===== src/rtl/uart_rx_framer_if.sv =====
// Purpose : consumer-facing bundle of the UART receive framer (byte, status flags, ack).
// Latency : n/a (signal bundle only).
// Backpr. : rx_ack from the consumer releases the one-deep holding register.
//
// Signals:
//   rx_data    : received byte
//   rx_valid   : rx_data and flags valid, held until rx_ack
//   parity_err : parity mismatch on the held byte
//   frame_err  : stop bit of the held byte sampled low
//   overrun    : sticky, a frame was dropped while rx_valid was pending
//   rx_ack     : consumer has taken rx_data
interface uart_rx_framer_if;
   logic [7:0] rx_data;
   logic       rx_valid;
   logic       parity_err;
   logic       frame_err;
   logic       overrun;
   logic       rx_ack;

   // framer side
   modport master (
      output rx_data,
      output rx_valid,
      output parity_err,
      output frame_err,
      output overrun,
      input  rx_ack
   );

   // consumer side
   modport slave (
      input  rx_data,
      input  rx_valid,
      input  parity_err,
      input  frame_err,
      input  overrun,
      output rx_ack
   );
endinterface


===== src/rtl/uart_rx_framer.sv =====
// Purpose : UART receive framer; oversampled start/data/parity/stop capture into a one-deep holding register.
// Latency : rx_valid rises one clk after the stop-bit centre sample.
// Backpr. : single holding register; a frame completing while it is un-acked is dropped and sets overrun.
//
// Ports:
//   clk, rst  : system clock, synchronous active-high reset
//   sample_en : one-clk pulse at OVERSAMPLE x baud rate
//   rx        : asynchronous serial line, idle high
//   lcr       : [0] parity enable; [2:1] 00 odd, 01 even, 10 forced 1, 11 forced 0
//   busy      : framer is not idle
//   rx_if     : received byte, error flags, overrun and consumer ack
module uart_rx_framer #(
   parameter int OVERSAMPLE = 16
) (
   input  logic             clk,
   input  logic             rst,
   input  logic             sample_en,
   input  logic             rx,
   input  logic [2:0]       lcr,
   output logic             busy,
   uart_rx_framer_if.master rx_if
);

   localparam int            CW       = $clog2(OVERSAMPLE);
   localparam logic [CW-1:0] TICK_MID = CW'(OVERSAMPLE / 2 - 1);
   localparam logic [CW-1:0] TICK_END = CW'(OVERSAMPLE - 1);

   typedef enum logic [2:0] {
      ST_IDLE,
      ST_START,
      ST_DATA,
      ST_PARITY,
      ST_STOP
   } state_t;

   // ------------------------------------------------------------------
   // Input synchronizer; both flops reset to the idle line level so a
   // reset never looks like a falling edge.
   // ------------------------------------------------------------------
   logic rx_meta_q;
   logic rxs_q;

   always_ff @(posedge clk) begin
      if (rst) begin
         rx_meta_q <= 1'b1;
         rxs_q     <= 1'b1;
      end else begin
         rx_meta_q <= rx;
         rxs_q     <= rx_meta_q;
      end
   end

   // ------------------------------------------------------------------
   // Framing state
   // ------------------------------------------------------------------
   state_t          state_q, state_d;
   logic [CW-1:0]   tick_q,  tick_d;
   logic [2:0]      bit_q,   bit_d;
   logic [7:0]      shift_q, shift_d;
   logic [2:0]      lcr_q,   lcr_d;     // line control frozen for the current frame
   logic            pcand_q, pcand_d;   // parity error candidate of the current frame
   logic            exp_par;
   logic            commit;

   // Expected parity bit for the completed data byte.
   always_comb begin
      exp_par = 1'b0;
      case (lcr_q[2:1])
         2'b00:   exp_par = ~^shift_q;
         2'b01:   exp_par = ^shift_q;
         2'b10:   exp_par = 1'b1;
         default: exp_par = 1'b0;
      endcase
   end

   always_ff @(posedge clk) begin
      if (rst) begin
         state_q <= ST_IDLE;
         tick_q  <= '0;
         bit_q   <= '0;
         shift_q <= '0;
         lcr_q   <= '0;
         pcand_q <= 1'b0;
      end else begin
         state_q <= state_d;
         tick_q  <= tick_d;
         bit_q   <= bit_d;
         shift_q <= shift_d;
         lcr_q   <= lcr_d;
         pcand_q <= pcand_d;
      end
   end

   // Everything advances only on sample_en; other cycles hold all state.
   always_comb begin
      state_d = state_q;
      tick_d  = tick_q;
      bit_d   = bit_q;
      shift_d = shift_q;
      lcr_d   = lcr_q;
      pcand_d = pcand_q;
      commit  = 1'b0;

      if (sample_en) begin
         case (state_q)
            ST_IDLE: begin
               if (!rxs_q) begin
                  state_d = ST_START;
                  tick_d  = '0;
               end
            end

            ST_START: begin
               // Mid-bit check rejects glitches shorter than half a bit.
               if (tick_q == TICK_MID) begin
                  tick_d = '0;
                  if (!rxs_q) begin
                     state_d = ST_DATA;
                     bit_d   = '0;
                     lcr_d   = lcr;
                     pcand_d = 1'b0;
                  end else begin
                     state_d = ST_IDLE;
                  end
               end else begin
                  tick_d = tick_q + CW'(1);
               end
            end

            ST_DATA: begin
               if (tick_q == TICK_END) begin
                  tick_d  = '0;
                  shift_d = {rxs_q, shift_q[7:1]};   // LSB arrives first
                  if (bit_q == 3'd7) begin
                     bit_d   = '0;
                     state_d = lcr_q[0] ? ST_PARITY : ST_STOP;
                  end else begin
                     bit_d = bit_q + 3'd1;
                  end
               end else begin
                  tick_d = tick_q + CW'(1);
               end
            end

            ST_PARITY: begin
               if (tick_q == TICK_END) begin
                  tick_d  = '0;
                  pcand_d = (rxs_q != exp_par);
                  state_d = ST_STOP;
               end else begin
                  tick_d = tick_q + CW'(1);
               end
            end

            ST_STOP: begin
               // Return to IDLE at the stop centre so the next start edge
               // can be caught during the second half of the stop bit.
               if (tick_q == TICK_END) begin
                  tick_d  = '0;
                  commit  = 1'b1;
                  state_d = ST_IDLE;
               end else begin
                  tick_d = tick_q + CW'(1);
               end
            end

            default: begin
               state_d = ST_IDLE;
               tick_d  = '0;
            end
         endcase
      end
   end

   assign busy = (state_q != ST_IDLE);

   // ------------------------------------------------------------------
   // Holding register towards the consumer
   // ------------------------------------------------------------------
   logic [7:0] data_q,  data_d;
   logic       valid_q, valid_d;
   logic       perr_q,  perr_d;
   logic       ferr_q,  ferr_d;
   logic       ovr_q,   ovr_d;

   always_comb begin
      data_d  = data_q;
      valid_d = valid_q;
      perr_d  = perr_q;
      ferr_d  = ferr_q;
      ovr_d   = ovr_q;

      if (commit) begin
         // An ack in the commit cycle frees the register for the new byte.
         if (!valid_q || rx_if.rx_ack) begin
            data_d  = shift_q;
            perr_d  = pcand_q;
            ferr_d  = ~rxs_q;
            valid_d = 1'b1;
            ovr_d   = 1'b0;
         end else begin
            ovr_d = 1'b1;
         end
      end else if (valid_q && rx_if.rx_ack) begin
         valid_d = 1'b0;
         ovr_d   = 1'b0;
      end
   end

   always_ff @(posedge clk) begin
      if (rst) begin
         data_q  <= '0;
         valid_q <= 1'b0;
         perr_q  <= 1'b0;
         ferr_q  <= 1'b0;
         ovr_q   <= 1'b0;
      end else begin
         data_q  <= data_d;
         valid_q <= valid_d;
         perr_q  <= perr_d;
         ferr_q  <= ferr_d;
         ovr_q   <= ovr_d;
      end
   end

   assign rx_if.rx_data    = data_q;
   assign rx_if.rx_valid   = valid_q;
   assign rx_if.parity_err = perr_q;
   assign rx_if.frame_err  = ferr_q;
   assign rx_if.overrun    = ovr_q;

endmodule


===== src/flat_wrapper.sv =====
// flat-port wrapper written by rule: the top's interface ports become plain ports
module uart_rx_framer_flat 
#(
   parameter int OVERSAMPLE = 16
)
  (clk, rst, sample_en, rx, lcr, busy, rx_if_rx_data, rx_if_rx_valid, rx_if_parity_err, rx_if_frame_err, rx_if_overrun, rx_if_rx_ack);
  uart_rx_framer_if rx_if_i ();
  input  logic clk;
  input  logic rst;
  input  logic sample_en;
  input  logic rx;
  input  logic [2:0] lcr;
  output logic busy;
  output wire logic [$bits(rx_if_i.rx_data)-1:0] rx_if_rx_data;
  output wire logic [$bits(rx_if_i.rx_valid)-1:0] rx_if_rx_valid;
  output wire logic [$bits(rx_if_i.parity_err)-1:0] rx_if_parity_err;
  output wire logic [$bits(rx_if_i.frame_err)-1:0] rx_if_frame_err;
  output wire logic [$bits(rx_if_i.overrun)-1:0] rx_if_overrun;
  input wire logic [$bits(rx_if_i.rx_ack)-1:0] rx_if_rx_ack;
  assign rx_if_rx_data = rx_if_i.rx_data;
  assign rx_if_rx_valid = rx_if_i.rx_valid;
  assign rx_if_parity_err = rx_if_i.parity_err;
  assign rx_if_frame_err = rx_if_i.frame_err;
  assign rx_if_overrun = rx_if_i.overrun;
  assign rx_if_i.rx_ack = rx_if_rx_ack;
  uart_rx_framer #(.OVERSAMPLE(OVERSAMPLE)) u_core (.clk(clk), .rst(rst), .sample_en(sample_en), .rx(rx), .lcr(lcr), .busy(busy), .rx_if(rx_if_i));
endmodule

===== config.mk =====
export PLATFORM = sky130hd
export DESIGN_NAME = uart_rx_framer_flat
export DESIGN_NICKNAME = d
export VERILOG_FILES = /design/src/rtl/uart_rx_framer_if.sv /design/src/rtl/uart_rx_framer.sv /design/src/flat_wrapper.sv
export SDC_FILE = /design/constraint.sdc
export NUM_CORES = 1
export LEC_CHECK = 0
export ABC_AREA = 1
export CAP_MARGIN = 20
export CORE_MARGIN = 4
export CORE_UTILIZATION = 54
export CTS_BUF_LIST = sky130_fd_sc_hd__clkbuf_4 sky130_fd_sc_hd__clkbuf_8 sky130_fd_sc_hd__clkbuf_16
export DETAILED_ROUTE_END_ITERATION = 10
export PLACE_DENSITY = 0.78
export RECOVER_POWER = 50
export SYNTH_ARGS = -nofsm -noshare
export SYNTH_HDL_FRONTEND = slang
export SYNTH_SLANG_ARGS = --single-unit

===== constraint.sdc =====
create_clock -name clk -period 1.7 [get_ports clk]
set_input_delay 0.17 -clock clk [delete_from_list [all_inputs] [get_ports clk]]
set_output_delay 0.17 -clock clk [all_outputs]
set_load 0.02 [all_outputs]

==> flow_summary.ini <==
[placement]
dp_hpwl_mm = 2.476
gp_congestion = 0.7852
dpl_cell_area_sq_um = 1944
portBuffers = 20
pre_cts_slack_ns = 0.09890

[flow_run]
cap_viol_max_count = 0

[cells_and_area]
area_delta_synth_final_pct = 17.10
finalInstanceArea_sq_um = 1988
antenna_cells = 0
fin_util_pct = 65.66
drive_gt1_share_pct = 14.46
nFillCells = 272
nNetsFinal = 260

[power_and_ir_drop]
p_leak_nw = 0.8872
peakVddDrop_uv = 818.4
power_density_nw_per_um2 = 998.0

[critical_path]
critical-path-max-stage-delay_ns = 0.48
crit_chain = inv_2 > nand3_1 > dlygate4sd2_1
path_max_fanout = 7
required_ns = 1.53
r2r-end = u_core.bit_q[0]$_SDFFE_PP0P_
critPathSlowestCell = dfxtp_1
cp-start-kind = flop
r2r_slack_ns = 0.17
critPathArrivalTime_ns = 1.40
worst-path-buf-inv = 2
reg2reg_from = u_core.tick_q[1]$_SDFFE_PP0P_
crit_family = flip-flops
critPathKind = reg2out
worstRegToRegCells = 10
cp-end-kind = primary output

[synth]
syn_inst = 226
ys.flop_type = dfxtp_1
yosys_warnings = 0
synth_top_area_share_pct = 42.45
synthSimpleGateAreaFrac_pct = 23.88
synth_fp_nets = 237
synth_cell_types = 33
synthMuxAreaShare_pct = 0
syn_area_sq_um = 1698
synth.most_common_cell = nand2_1
synth_top_family_by_area = simple AND/OR/NAND/NOR gates
synth_compound_area_share_pct = 21.22
yosysTopAreaCell = dfxtp_1
synth_fa_ha_area_share_pct = 2.211
synthXorXnorAreaFrac_pct = 1.032
yosysSeqAreaShare_pct = 42.45
ys_ff_latch = 36
synth_area_leaders = dfxtp_1 (42%), a21oi_1 (8.5%), nand2_1 (8.2%)
avgSynthCellArea_sq_um = 7.513
ys_top_cells_by_count = nand2_1 (37), dfxtp_1 (36), a21oi_1 (29), inv_1 (26), o21ai_0 (16)
synthArstFlopShare_pct = 0
synth_edf_count = 0

[route]
ant_nets = 0
vias = 1482
viasPerCell = 5.058
post-route-drc-count = 0
drtIter0Drc = 73
drt_pre_antenna_iters = 4
wl_mm = 3.294
wire_per_inst_um = 11.24

[sta]
fin_crit_sh_pct = 92.34
tightest_slew_ns = 0.3397
rsz0062_at_grt = false
fmaxAchievable_mhz = 637.1
report.final.hold_viol_count = 0
slew_headroom_pct = 77.33
timing.final.ws_setup_ns = 0.1303
slew_viol_final = 0
setup_viol = 0
period_minus_slack_ns = 1.570
setup_tns_ns = 0
fin_skew_ns = 0.007820

[global_route]
grt_pass1_wl_mm = 5.761
grt_max_degree = 21
antenna_found_initial = 0
grt.overflow.total = 0
grt_pass1_vias = 1324
grt_usage_pct = 18.21

[clocking]
cts_made_buffers = 5
cts-root-buf = clkbuf_4
clock_path_buffers = 2
insertion_delay_ns = 0.34
cts_tree = yes
h-tree-depth = 2
clk_pin_slew_worst_paths_ns = 0.10
cts.sinks = 36
holdBufCountCts = 0

[hold_path]
holdPathEnd = u_core.rx_meta_q$_SDFF_PP1_
hp-start = rx
min_path_type = in2reg
hold_depth = 2

[floorplan]
die-area_sq_um = 4106
ios = 21
core_sq_um = 3028
die_x_um = 64.08
dieHeight_um = 64.08
start_util_pct = 56.07
placementRows = 20

[status]
status = finished clean
==> power by group <==
group          internal [W]  switching (W)  leakage [nW]
logic              0.000204       0.000401         0.565
clock network      0.000168       0.000269        0.0315
registers          0.000889      0.0000526         0.291
==> worst max path at each step <==
stage | startpoint | endpoint | depth (start not counted)
after floorplan | u_core.tick_q[0]$_SDFFE_PP0P_ | u_core.tick_q[3]$_SDFFE_PP0P_ | 8
after global placement | sample_en | u_core.rx_if.parity_err$_SDFFE_PP0P_ | 7
after detailed placement | sample_en | u_core.rx_if.rx_data[5]$_SDFFE_PP0P_ | 7
after CTS | u_core.tick_q[1]$_SDFFE_PP0P_ | u_core.rx_if.rx_data[5]$_SDFFE_PP0P_ | 9
after global routing | u_core.tick_q[1]$_SDFFE_PP0P_ | u_core.bit_q[1]$_SDFFE_PP0P_ | 9
final | u_core.state_q[0]$_SDFFE_PP0P_ | busy | 3
==> registers in the layout, summed over array words and instances, names as in the netlist, 3 cells and up <==
name / cells
u_core.rx_if.rx_data: 8
u_core.shift_q: 8
u_core.tick_q: 4
u_core.bit_q: 3
u_core.lcr_q: 3
u_core.state_q: 3
==> placed cells by master, fill, tap and decap left out, types with 3 or more instances in the layout <==
master           count
ha_1                 3
nor2_2               3
clkbuf_4             6
o21ai_0             16
inv_1               26
dfxtp_1             36
o21ai_1             12
nand3_1              9
clkdlybuf4s50_1      7
nor2_1              14
nand2_2              6
nand2_1             38
dlygate4sd3_1       12
a21oi_1             29
inv_2                5
==> repair_timing <==
| action | in CTS | in global routing |
|---|---|---|
| gates cloned | 0 | 0 |
| endpoints found under the setup margin | 1 | 9 |
| resized for setup | 2 | 2 |
| setup buffers | 0 | 0 |
==> cell type report <==
class	instances	area, sq um	share of cell area, %
inverter	32	122.6	6.167
clock inverter	1	5.005	0.2517
clock buffer	6	45.04	2.266
tap	44	55.05	2.769
timing repair buffer	22	226.5	11.39
multi-input combinational	152	813.3	40.91
sequential	36	720.7	36.25
==> layer usage <==
metal  part of all wire, %  vias up  GRT usage [%]
met4                   2.0        0          8.086
met3                   3.4        7          5.272
met1                    44      666          20.66
met5                     0        -              0
li1                      -      792              -
met2                    50       17          31.35
==> logic make-up (layout without fill, tap and decap cells) <==
logic type      count (synthesis)  in the layout
simple gates                   82             82
compound gates                 65             65
buf+inv                        38             61
flops                          36             36
fa+ha+maj                       3              3
xor+xnor                        2              2
==> per-stage QoR <==
| stage | total power (W) | hold WS, ns | std cells |
|---|---|---|---|
| after global routing | 0.002110 | 0.4121 | 293 |
| after floorplan | 0.001427 | 0.2656 | 226 |
| after detailed placement | 0.001590 | 0.3985 | 286 |
| after global placement | 0.001588 | 0.3919 | 286 |
| after CTS | 0.002023 | 0.3774 | 293 |
| final | 0.001984 | 0.3930 | 293 |
==> worst reg2reg max path, stage by stage (launching register included) <==
cell	delay [ns]
dfxtp_1	0.37
ha_1	0.19
nand2_2	0.09
nor2_4	0.10
nand2_2	0.07
inv_1	0.11
nand2_4	0.13
a21oi_4	0.19
inv_2	0.06
nor2_1	0.09
nor2_1	0.05
No activity file was read; power rests on OpenSTA's default activity.
